===== src/rtl/id_operand_stage.sv =====
// Decode/operand-fetch stage: RV32I field extraction, writeback bypass, pending-write
// scoreboard for RAW/WAW interlocks, and a valid/ready ID/EX slot toward execute.
module id_operand_stage #(
   parameter  int XLEN  = 32,
   parameter  int NREGS = 32,
   localparam int AW    = $clog2(NREGS)
) (
   input  logic            clk,
   input  logic            rst_n,
   input  logic            in_valid,
   output logic            in_ready,
   input  logic [31:0]     in_instr,
   input  logic [XLEN-1:0] in_pc,
   output logic [AW-1:0]   rf_rs,
   output logic [AW-1:0]   rf_rt,
   input  logic [XLEN-1:0] rf_data1,
   input  logic [XLEN-1:0] rf_data2,
   input  logic            wb_en,
   input  logic [AW-1:0]   wb_rd,
   input  logic [XLEN-1:0] wb_data,
   input  logic            flush,
   output logic            out_valid,
   input  logic            out_ready,
   output logic [XLEN-1:0] out_pc,
   output logic [31:0]     out_instr,
   output logic [XLEN-1:0] out_op1,
   output logic [XLEN-1:0] out_op2,
   output logic [AW-1:0]   out_rd,
   output logic            out_rd_we
);

   localparam logic [6:0] OPC_LUI    = 7'b0110111;
   localparam logic [6:0] OPC_AUIPC  = 7'b0010111;
   localparam logic [6:0] OPC_JAL    = 7'b1101111;
   localparam logic [6:0] OPC_JALR   = 7'b1100111;
   localparam logic [6:0] OPC_BRANCH = 7'b1100011;
   localparam logic [6:0] OPC_LOAD   = 7'b0000011;
   localparam logic [6:0] OPC_STORE  = 7'b0100011;
   localparam logic [6:0] OPC_OPIMM  = 7'b0010011;
   localparam logic [6:0] OPC_OP     = 7'b0110011;

   logic [6:0]       opcode;
   logic [AW-1:0]    rs1, rs2, rd;
   logic             writes_rd, uses_rs1, uses_rs2;
   logic             rd_we_new;
   logic [XLEN-1:0]  op1, op2;
   logic             hazard, accept;
   logic [NREGS-1:0] busy, busy_next;

   assign opcode = in_instr[6:0];
   assign rd     = in_instr[7 +: AW];
   assign rs1    = in_instr[15 +: AW];
   assign rs2    = in_instr[20 +: AW];
   assign rf_rs  = rs1;
   assign rf_rt  = rs2;

   always_comb begin
      writes_rd = 1'b0;
      uses_rs1  = 1'b0;
      uses_rs2  = 1'b0;
      case (opcode)
         OPC_LUI, OPC_AUIPC, OPC_JAL: writes_rd = 1'b1;
         OPC_JALR, OPC_LOAD, OPC_OPIMM: begin
            writes_rd = 1'b1;
            uses_rs1  = 1'b1;
         end
         OPC_OP: begin
            writes_rd = 1'b1;
            uses_rs1  = 1'b1;
            uses_rs2  = 1'b1;
         end
         OPC_BRANCH, OPC_STORE: begin
            uses_rs1 = 1'b1;
            uses_rs2 = 1'b1;
         end
         default: ;
      endcase
   end

   assign rd_we_new = writes_rd && (rd != '0);

   // The rf commits writeback on the same edge we sample, so its read data is stale here.
   assign op1 = (rs1 == '0) ? '0 : ((wb_en && wb_rd == rs1) ? wb_data : rf_data1);
   assign op2 = (rs2 == '0) ? '0 : ((wb_en && wb_rd == rs2) ? wb_data : rf_data2);

   assign hazard = (uses_rs1 && rs1 != '0 && busy[rs1] && !(wb_en && wb_rd == rs1)) ||
                   (uses_rs2 && rs2 != '0 && busy[rs2] && !(wb_en && wb_rd == rs2)) ||
                   (writes_rd && rd != '0 && busy[rd] && !(wb_en && wb_rd == rd));

   assign in_ready = (!out_valid || out_ready) && !hazard && !flush;
   assign accept   = in_valid && in_ready;

   // Clears are applied before the set so a same-cycle reissue of rd stays busy.
   always_comb begin
      busy_next = busy;
      if (wb_en && wb_rd != '0) busy_next[wb_rd] = 1'b0;
      if (flush && out_valid && out_rd_we) busy_next[out_rd] = 1'b0;
      if (accept && rd_we_new) busy_next[rd] = 1'b1;
      busy_next[0] = 1'b0;
   end

   always_ff @(posedge clk or negedge rst_n) begin
      if (!rst_n) begin
         busy      <= '0;
         out_valid <= 1'b0;
         out_pc    <= '0;
         out_instr <= '0;
         out_op1   <= '0;
         out_op2   <= '0;
         out_rd    <= '0;
         out_rd_we <= 1'b0;
      end else begin
         busy <= busy_next;
         if (flush)          out_valid <= 1'b0;
         else if (accept)    out_valid <= 1'b1;
         else if (out_ready) out_valid <= 1'b0;
         if (accept) begin
            out_pc    <= in_pc;
            out_instr <= in_instr;
            out_op1   <= op1;
            out_op2   <= op2;
            out_rd    <= rd;
            out_rd_we <= rd_we_new;
         end
      end
   end

endmodule


===== config.mk =====
export PLATFORM = sky130hd
export DESIGN_NAME = id_operand_stage
export DESIGN_NICKNAME = d
export VERILOG_FILES = /design/src/rtl/id_operand_stage.sv
export SDC_FILE = /design/constraint.sdc
export NUM_CORES = 1
export LEC_CHECK = 0
export CORE_MARGIN = 5
export CORE_UTILIZATION = 46
export CTS_CLUSTER_DIAMETER = 120
export CTS_CLUSTER_SIZE = 20
export DETAILED_ROUTE_END_ITERATION = 7
export GPL_TIMING_DRIVEN = 0
export PLACE_DENSITY = 0.82
export REMOVE_ABC_BUFFERS = 1
export SYNTH_ARGS = -nofsm -noshare
export SYNTH_HDL_FRONTEND = slang
export SYNTH_SLANG_ARGS = --single-unit
export TNS_END_PERCENT = 30

===== constraint.sdc =====
create_clock -name clk -period 3.5 [get_ports clk]
set_clock_uncertainty 0.05 [all_clocks]
set_input_delay 0.7 -clock clk [delete_from_list [all_inputs] [get_ports clk]]
set_output_delay 0.7 -clock clk [all_outputs]
set_load 0.01 [all_outputs]

== Word-level counts from Yosys, hierarchy flattened ==
Index checks and enable logic that the tools add are counted.

* $add $sub $neg: 0
* $mul: 0
* Div/mod/pow operators: 0
* Magnitude comparators: 8
* Eq/ne operators: 12
* Shifts and indexed selects: 0
* Multiplexer cells: 25
* Bitwise logic cells: 5
* Reductions and logical operators: 41

{| class="wikitable"
|+ Operators by type and width
! operator !! count
|-
| 32-bit 2-to-1 mux || 7
|-
| 32-bit bitwise AND || 2
|-
| 32-bit inverter || 2
|-
| 32-bit OR || 1
|-
| 5-bit by 6-bit less-than comparator with 1-bit output (second input constant) || 5
|-
| 1-bit logical AND || 22
|-
| 7-bit by 6-bit == test with 1-bit output (second input constant) || 3
|-
| 7-bit == test (second input constant) || 3
|-
| 5-bit nonzero test || 4
|-
| 1-bit binary-select mux with 5-bit select || 3
|-
| 1-bit demux with 5-bit select || 3
|-
| 5-bit == test || 3
|-
| 5-bit by 1-bit greater-or-equal comparator with 1-bit output (second input constant) || 3
|-
| 7-bit by 5-bit == test with 1-bit output (second input constant) || 2
|-
| 1-bit 2-to-1 mux || 12
|-
| 5-bit zero test || 2
|-
| 7-bit by 2-bit == test with 1-bit output (second input constant) || 1
|-
| 7-bit OR reduction || 1
|-
| 1-bit zero test || 6
|-
| 6-bit OR reduction || 1
|-
| 1-bit logical OR || 3
|-
| 3-bit nonzero test || 1
|-
| 3-bit OR reduction || 1
|}

* Bits in registers: 166
* Latch bits: 0
* RAM bits: 0
* Bits in read-only memories: 0
* Input port bits: 171
* Output and inout bits: 146
* Logic and storage cells: 99
* Memories kept: 0

== Depth between registers and ports, before layout ==
* Word-level depth: 14
* Depth in mapped cells: 12
* Depth with buffers taken out: 7

== Worst setup path after synthesis ==
Ideal clock, no wire load.

* Path kind: input port to flip-flop
* Start point: input port in_instr[7]
* End point: register out_instr[10]
* Library setup time: 0.125 ns
* Data arrival time: 2.836 ns
* Data required time: 3.325 ns
* Path slack: 0.489 ns
* Cell stages on the path: 11
* Buffers on the path: 5
* Cell sequence: buf_4 -> buf_2 -> mux4_2 -> nor3b_1 -> o21ai_0 -> a21oi_2 -> and3_1 -> buf_6 -> buf_12 -> buf_12 -> mux2_4

* Cells in the longest elaborated chain, start to end: 9
* Elaborated cells on any way between the ends: 14
* Classes of those cells: eq/ne (1); mux (2); reduce/logical (11)

{| class="wikitable"
|+ RTL lines
! what !! line !! source
|-
| start: declaration || 12 || <nowiki>input logic [31:0] in_instr,</nowiki>
|-
| 1-bit binary-select mux with 5-bit select, or another cell as far along || 88 || <nowiki>(writes_rd && rd != '0 && busy[rd] && !(wb_en && wb_rd == rd));</nowiki>
|-
| 1-bit 2-to-1 mux (implied by the code) or 1-bit logical AND (tied branches) || 88 ||
|-
| 1-bit logical AND or 1-bit zero test (tied branches) || 88 ||
|-
| 1-bit logical AND * || 88 ||
|-
| 1-bit logical OR * || 87 || <nowiki>(uses_rs2 && rs2 != '0 && busy[rs2] && !(wb_en && wb_rd == rs2)) ||</nowiki>
|-
| 1-bit zero test * || 90 || <nowiki>assign in_ready = (!out_valid || out_ready) && !hazard && !flush;</nowiki>
|-
| 1-bit logical AND * (2 in series) || 90 ||
|-
| 1-bit logical AND * || 91 || <nowiki>assign accept = in_valid && in_ready;</nowiki>
|-
| end signal: assignment || 119 || <nowiki>out_instr <= in_instr;</nowiki>
|-
| end: declaration || 25 || <nowiki>output logic [31:0] out_instr,</nowiki>
|}

Every way passes the cells marked *; elsewhere a longest branch is shown, timed or not. The select of a mux whose other input is x is not followed.
A chain may end at the register's enable or synchronous reset.

== Final worst setup path ==
* Start point: input port in_instr[23]
* End point: output port in_ready

* Cells in the longest elaborated chain, start to end: 9
* Elaborated cells on any way between the ends: 14
* Classes of those cells: eq/ne (1); mux (2); reduce/logical (11)

{| class="wikitable"
|+ RTL lines
! what !! line !! source
|-
| 1-bit binary-select mux with 5-bit select, or another cell as far along || 87 ||
|-
| 1-bit 2-to-1 mux (implied by the code) or 1-bit logical AND (tied branches) || 87 ||
|-
| 1-bit logical AND or 1-bit zero test (tied branches) || 87 ||
|-
| 1-bit logical AND * || 87 ||
|-
| 1-bit logical OR * || 86 || <nowiki>assign hazard = (uses_rs1 && rs1 != '0 && busy[rs1] && !(wb_en && wb_rd == rs1)) ||</nowiki>
|-
| 1-bit logical OR * || 87 ||
|-
| 1-bit zero test * || 90 ||
|-
| 1-bit logical AND * (2 in series) || 90 ||
|-
| end: declaration || 11 || <nowiki>output logic in_ready,</nowiki>
|}

Marks and branches as above.

==> qor.csv <==
stage;metric;value;unit
floorplan;die_area;22900;um^2
critical_path;endpoint_kind;output port;
clocking;cts_tree;done;
critical_path;cp-start-kind;input port;
critical_path;crit_chain;clkdlybuf4s15_1 -> or4_4 -> nor2_4 -> or4_1 -> o311a_1 -> and2_1 -> dlygate4sd2_1;
sta;maxSlewHeadroom;39.9;%
yosys;synth_edf_count;0;
min_path;worstHoldPathType;in2async;
floorplan;io_pins;317;
yosys;yosysUniqueCellTypes;51;
critical_path;crit_path_start;in_instr[23];
route;ant_nets;0;
critical_path;critPathSlowestCell;or4_1;
critical_path;crit_required;2.75;ns
clocking;htree_levels;4;
sta;maxSlewViolCount;0;
sta;setup_viol;0;
critical_path;r2r_slack;0.23;ns
sta;worst_pin_slew;0.901;ns
grt;grt_pass1_wl;47200;um
route;vias;7516;
placement;place_congestion;0.920;
yosys;syn_avg_cell_area;12.8;um^2
route;drt-wirelength-per-cell;24.1;um
flow_run;maxCapViolations;0;
critical_path;crit_type;in2out;
critical_path;r2r_start;busy[15]$_DFF_PN0_;
floorplan;die_h;151;um
clocking;root_buffer;clkbuf_16;
sta;timing.fmax;289;MHz
route;drc_errors;0;
clocking;cts.sinks;161;
yosys;synthArstFlopShare;100;%
clocking;cts_hold_buf;0;
final_layout;antenna_cells;0;
final_layout;drive_above_1_share;24.4;%
sta;tns;0;ns
sta;post-route-min-period;3.46;ns
yosys;yosysWarnings;0;
sta;hold_viol_final;0;
power;leakagePower;5.27;nW
clocking;clk_latency;0.42;ns
route;drt_wl_total;30900;um
yosys;synth_area;9180;um^2
clocking;clk_pin_slew;0.08;ns
power;power_density;475;nW/um^2
route;viasPerCell;5.88;
critical_path;cp.arrival;2.71;ns
placement;place_hpwl;20600;um
yosys;ys.flop_type;dfrtp_1;
floorplan;die_width;151;um
critical_path;reg2reg_depth;10;
grt;grt_max_degree;112;
critical_path;crit_fanout;6;
grt;overflow;0;
sta;hold_slack;0.121;ns
critical_path;worstReg2RegEnd;out_op2[2]$_DFFE_PN0P_;
grt;grt_pass1_vias;8092;
grt;track_usage;27.3;%
floorplan;initial_utilization;47.0;%
clocking;numCtsBuffers;17;
floorplan;coreArea;19500;um^2
critical_path;cp-endpoint;in_ready;
power;ir_worst_vdd;272;uV
sta;finalCritPeriodShare;98.9;%
final_layout;fin_nets;1172;
route;dr.pass1.iters;7;
yosys;synth-seq-cells;161;
floorplan;placementRows;51;
clocking;cts.path.max_buffers;2;
route;drt_iter0_drc;617;
outcome;status;completed;
placement;io_buffers;316;
yosys;netlist_instances;718;
grt;antenna_found_initial;0;
critical_path;critPathMaxStageDelay;0.52;ns
final_layout;syn2layout_area_growth;42.9;%
yosys;ys_seq_area_share;43.9;%
[through the flow]
step | util [%] | cell area (um^2) | worst slack, ns | power (mW) | instances
after detailed placement | 63.0 | 12300 | -2.07 | 4.22 | 1234
after floorplan | - | 8610 | -5.58 | 3.13 | 644
after global routing | 67.2 | 13100 | -0.00652 | 6.48 | 1278
final | 67.2 | 13100 | 0.0371 | 6.23 | 1278
after CTS | 67.1 | 13100 | 0.0948 | 6.28 | 1278
after global placement | 62.0 | 12100 | -9.43 | 4.22 | 1225
[timing repair]
action / CTS / global route
cloned: 4 / 0
buffers inserted: 9 / 0
resized for setup: 95 / 2
endpoints found under the setup margin: 162 / 3
pin swaps: 8 / 0
[cell families after synthesis]
logic type,after synthesis,share of synthesized area (%)
compound gates,84,7.62
xor+xnor,15,1.43
buf+inv,80,6.44
flops,161,43.9
mux,224,32.2
simple gates,154,8.36
[critical path, delay by kind of cell]
family | cells | cell delay [ns]
AND/OR/NAND/NOR | 4 | 0.97
buffers and inverters | 2 | 0.70
AO/OA/AOI/OAI | 1 | 0.34
[flip-flops by register name, summed over array words and instances, names as in the netlist]
name       count
out_pc        32
out_valid      1
out_rd_we      1
busy          31
out_op2       32
out_op1       32
out_instr     32
[worst min-delay path by stage]
stage | start | to | cells past startpoint
final | rst_n | out_op1[9]$_DFFE_PN0P_ | 1
after global routing | rst_n | out_op1[9]$_DFFE_PN0P_ | 1
after CTS | rst_n | out_op1[9]$_DFFE_PN0P_ | 1
after detailed placement | out_pc[3]$_DFFE_PN0P_ | out_pc[3]$_DFFE_PN0P_ | 1
after global placement | out_instr[1]$_DFFE_PN0P_ | out_instr[1]$_DFFE_PN0P_ | 1
after floorplan | rst_n | busy[10]$_DFF_PN0_ | 0
[Yosys cell counts (2+ instances only)]
cell	instances	share of area [%]
o221ai_1	28	2.7
or4_1	3	0.25
nor4_1	3	0.20
mux2i_1	69	7.5
nor3_1	2	0.11
clkbuf_1	16	0.65
buf_6	4	0.49
inv_1	6	0.25
nand2b_1	5	0.34
a221oi_1	3	0.29
buf_1	2	0.082
or3b_2	4	0.38
nand3b_1	12	0.98
nor3b_1	3	0.25
nor2_1	78	3.2
o21ai_0	6	0.33
dfrtp_1	161	44
o22ai_1	4	0.27
xor2_1	10	0.95
nor2b_1	7	0.48
o41ai_1	31	3.0
or3_1	5	0.34
buf_4	24	2.0
nand2_1	10	0.41
buf_12	9	2.0
mux2_2	57	7.0
mux2_4	79	13
mux4_1	3	0.86
buf_2	19	1.0
and2_1	2	0.14
and3_1	3	0.20
nand3_1	12	0.65
xnor2_1	5	0.48
mux4_2	16	3.9
[cell usage in the layout (no fill, tap or decap), types with 4 or more instances in the layout]
master | synthesis | routed
mux2_4 | 79 | 79
mux2i_1 | 69 | 69
or3_1 | 5 | 4
or3b_2 | 4 | 4
nor2b_1 | 7 | 6
nor2_1 | 78 | 75
clkdlybuf4s50_1 | 0 | 293
mux2_2 | 57 | 57
clkbuf_16 | 0 | 17
xor2_1 | 10 | 10
dfrtp_1 | 161 | 161
dlygate4sd2_1 | 0 | 5
xnor2_1 | 5 | 5
buf_4 | 24 | 12
inv_6 | 0 | 4
buf_6 | 4 | 5
nand3_1 | 12 | 10
o21ai_0 | 6 | 4
o41ai_1 | 31 | 31
mux4_2 | 16 | 16
o22ai_1 | 4 | 4
nand2_1 | 10 | 9
nand2b_1 | 5 | 5
inv_1 | 6 | 6
o221ai_1 | 28 | 28
nand3b_1 | 12 | 12
clkdlybuf4s15_2 | 0 | 8
[where the power goes]
part / leakage (nW) / total (mW) / internal (mW) / switching, mW
Clock: 0.299 / 2.01 / 1.15 / 0.865
Sequential: 1.97 / 2.37 / 2.16 / 0.209
Combinational: 3.01 / 1.85 / 1.13 / 0.721
Total: 5.27 / 6.23 / 4.43 / 1.79
[metal layers]
metal  share of wire, %  global-route usage [%]  wire length [um]
met1                 37                    33.5             11500
met2                 49                    44.7             15200
met3                9.5                    7.99              2940
met4                3.8                    11.7              1180
met5                  0                       0                 0
[cell type report]
cell class	count	area, um^2
Fill cell	1456	6410
Multi-Input combinational cell	481	4710
Sequential cell	161	4030
Timing Repair Buffer	334	3400
Clock buffer	17	425
Tap cell	265	332
Clock inverter	14	195
Inverter	6	22.5
(Power assumes the default switching activity.)
==> RTL change (same settings) <==
Set the parameter `XLEN` to 24 (it was 32).
--- a/src/rtl/id_operand_stage.sv
+++ b/src/rtl/id_operand_stage.sv
@@ -1,7 +1,7 @@
 // Decode/operand-fetch stage: RV32I field extraction, writeback bypass, pending-write
 // scoreboard for RAW/WAW interlocks, and a valid/ready ID/EX slot toward execute.
 module id_operand_stage #(
-   parameter  int XLEN  = 32,
+   parameter  int XLEN  = 24,
    parameter  int NREGS = 32,
    localparam int AW    = $clog2(NREGS)
 ) (
Ports: changed (7 resized); port bits go from 317 to 261. The function was not compared with the original's and may differ.
==> RTL change against the unedited design <==
  * Sequential power down 16%
  * Worst setup slack improved by 0.052 ns
  * Sequential cell count fell by 24
  * Hold slack gained 0.16 ns
  * Non-clock buffer count decreased by 58
  * Sequential share of layout area about the same
  * Count of clock-buffer cells in the layout rose by 1
  * Core utilization grew 0.71 points
  * Fmax grew 1.5%
  * Power decreased by 15%
  * Synthesized area is 16% lower
  * Design area is 15% lower
  * Routed wire length is 19% lower
  * Combinational power down 20%
==> RTL change: results <==
[run_status]
status = "complete, no violations"

[grt]
grt_max_degree = 80
grt_pass1_wl_um = 39100
antenna_found_initial = 2
grt_pass1_vias = 6966
grt.total_usage_pct = 25.5

[route]
vias_per_cell = 6.05
routed_wl_um = 24900
drtIter0Drc = 539

[placed_design]
dp_hpwl_um = 16200
port_buffers = 260
routabilityCongestion = 0.903
dp.cells = 1050

[worst_setup_path]
cp_max_fo = 13
r2r_end = "busy[16]"
max_stage_delay_ns = 0.54
cp_slowest_cell = "mux4_2"
r2r_cells = 9
crit_start = "in_instr[16]"
arrival_ns = 2.66
reg2reg_slack_ns = 0.28

[final_layout]
fillers = 1247
nNetsFinal = 1002

[sta]
worstMarginPinSlew_ns = 0.762
holdWs_ns = 0.281

[pwr]
peakVddDrop_mv = 0.330
swShare_pct = 27.3

[synth]
ys_top_cells_by_area = "dfrtp_1 45%, mux2_2 13%, mux2i_1 8.7%"
ys_types = 48
syn_inst = 636
synth.yosys.seq_area_share_pct = 44.6
synth.top_cells.by_count = "137 x dfrtp_1, 89 x mux2_2, 67 x mux2i_1"

[cts]
cts.reportedPaths.clkPinSlew_ns = 0.06
==> RTL change: changes by cell type in the layout (fill, tap and decap cells not counted), moves of 4 or more <==
cell,unedited run,this run
xor2_2,0,4
clkdlybuf4s50_1,293,231
dfrtp_1,161,137
o21ai_0,4,10
buf_2,2,6
nor2_1,75,56
o41ai_1,31,22
o221ai_1,28,32
mux2_2,57,89
clkinv_2,1,5
mux2_4,79,20
inv_6,4,0
==> RTL change: cell type report <==
type	instances	area, µm²	share of cell area (%)
Multi-Input combinational cell	426	4070	36.4
Inverter	5	18.8	0.168
Sequential cell	137	3430	30.7
Clock inverter	13	154	1.38
Clock buffer	18	439	3.93
Timing Repair Buffer	276	2790	25.0
Tap cell	220	275	2.46
==> RTL change: power groups by stage <==
stage	clock network, mW	logic, mW	registers, mW
finish	1.81	1.48	1.99
global route	1.93	1.57	2.03
CTS	1.85	1.49	1.99
detailed placement	0	1.45	2.02
global placement	0	1.44	2.00
floorplan	0	0.439	2.12
==> RTL change: how the worst max path moves through the flow <==
stage	end	depth (start not counted)
after detailed placement	out_pc[16]	9
after CTS	in_ready	9
after floorplan	out_instr[10]	7
after global routing	busy[16]	10
final	in_ready	8
after global placement	out_op1[19]	8
==> RTL change: worst max-delay path: cells and delay by family <==
kind,cells,cell delay [ns]
muxes,2,0.82
and+or+nand+nor,3,0.61
buffers and inverters,2,0.37
AOI/OAI and AO/OA,1,0.14
==> RTL change: what timing repair did <==
action	CTS	global route
pin swaps	10	4
gates resized for setup	105	8
buffers inserted	10	0
gates cloned	4	0
setup endpoints to repair	138	12
==> RTL change: metal layers <==
metal / routed length, µm / global-route usage, %
met1: 9220 / 30.3
met5: 14 / 0
met2: 11900 / 41.1
met4: 1060 / 11.7
met3: 2800 / 9.88
==> RTL change: cell families (layout without fill, tap and decap cells) <==
| group | after synthesis | count (layout) | synth area share, % |
|---|---|---|---|
| muxes | 190 | 190 | 29.8 |
| buffers and inverters | 76 | 312 | 5.47 |
| DFF | 137 | 137 | 44.6 |
| and+or+nand+nor | 130 | 133 | 8.93 |
| xor gates and xnor gates | 15 | 15 | 1.71 |
| AOI/OAI and AO/OA | 88 | 88 | 9.55 |
==> RTL change: metrics by stage <==
step	area, µm²	worst slack, ns
global route	11200	0.00350
global placement	10200	-5.08
finish	11200	0.0895
floorplan	7290	-2.02
CTS	11100	0.0308
detailed placement	10300	-1.41
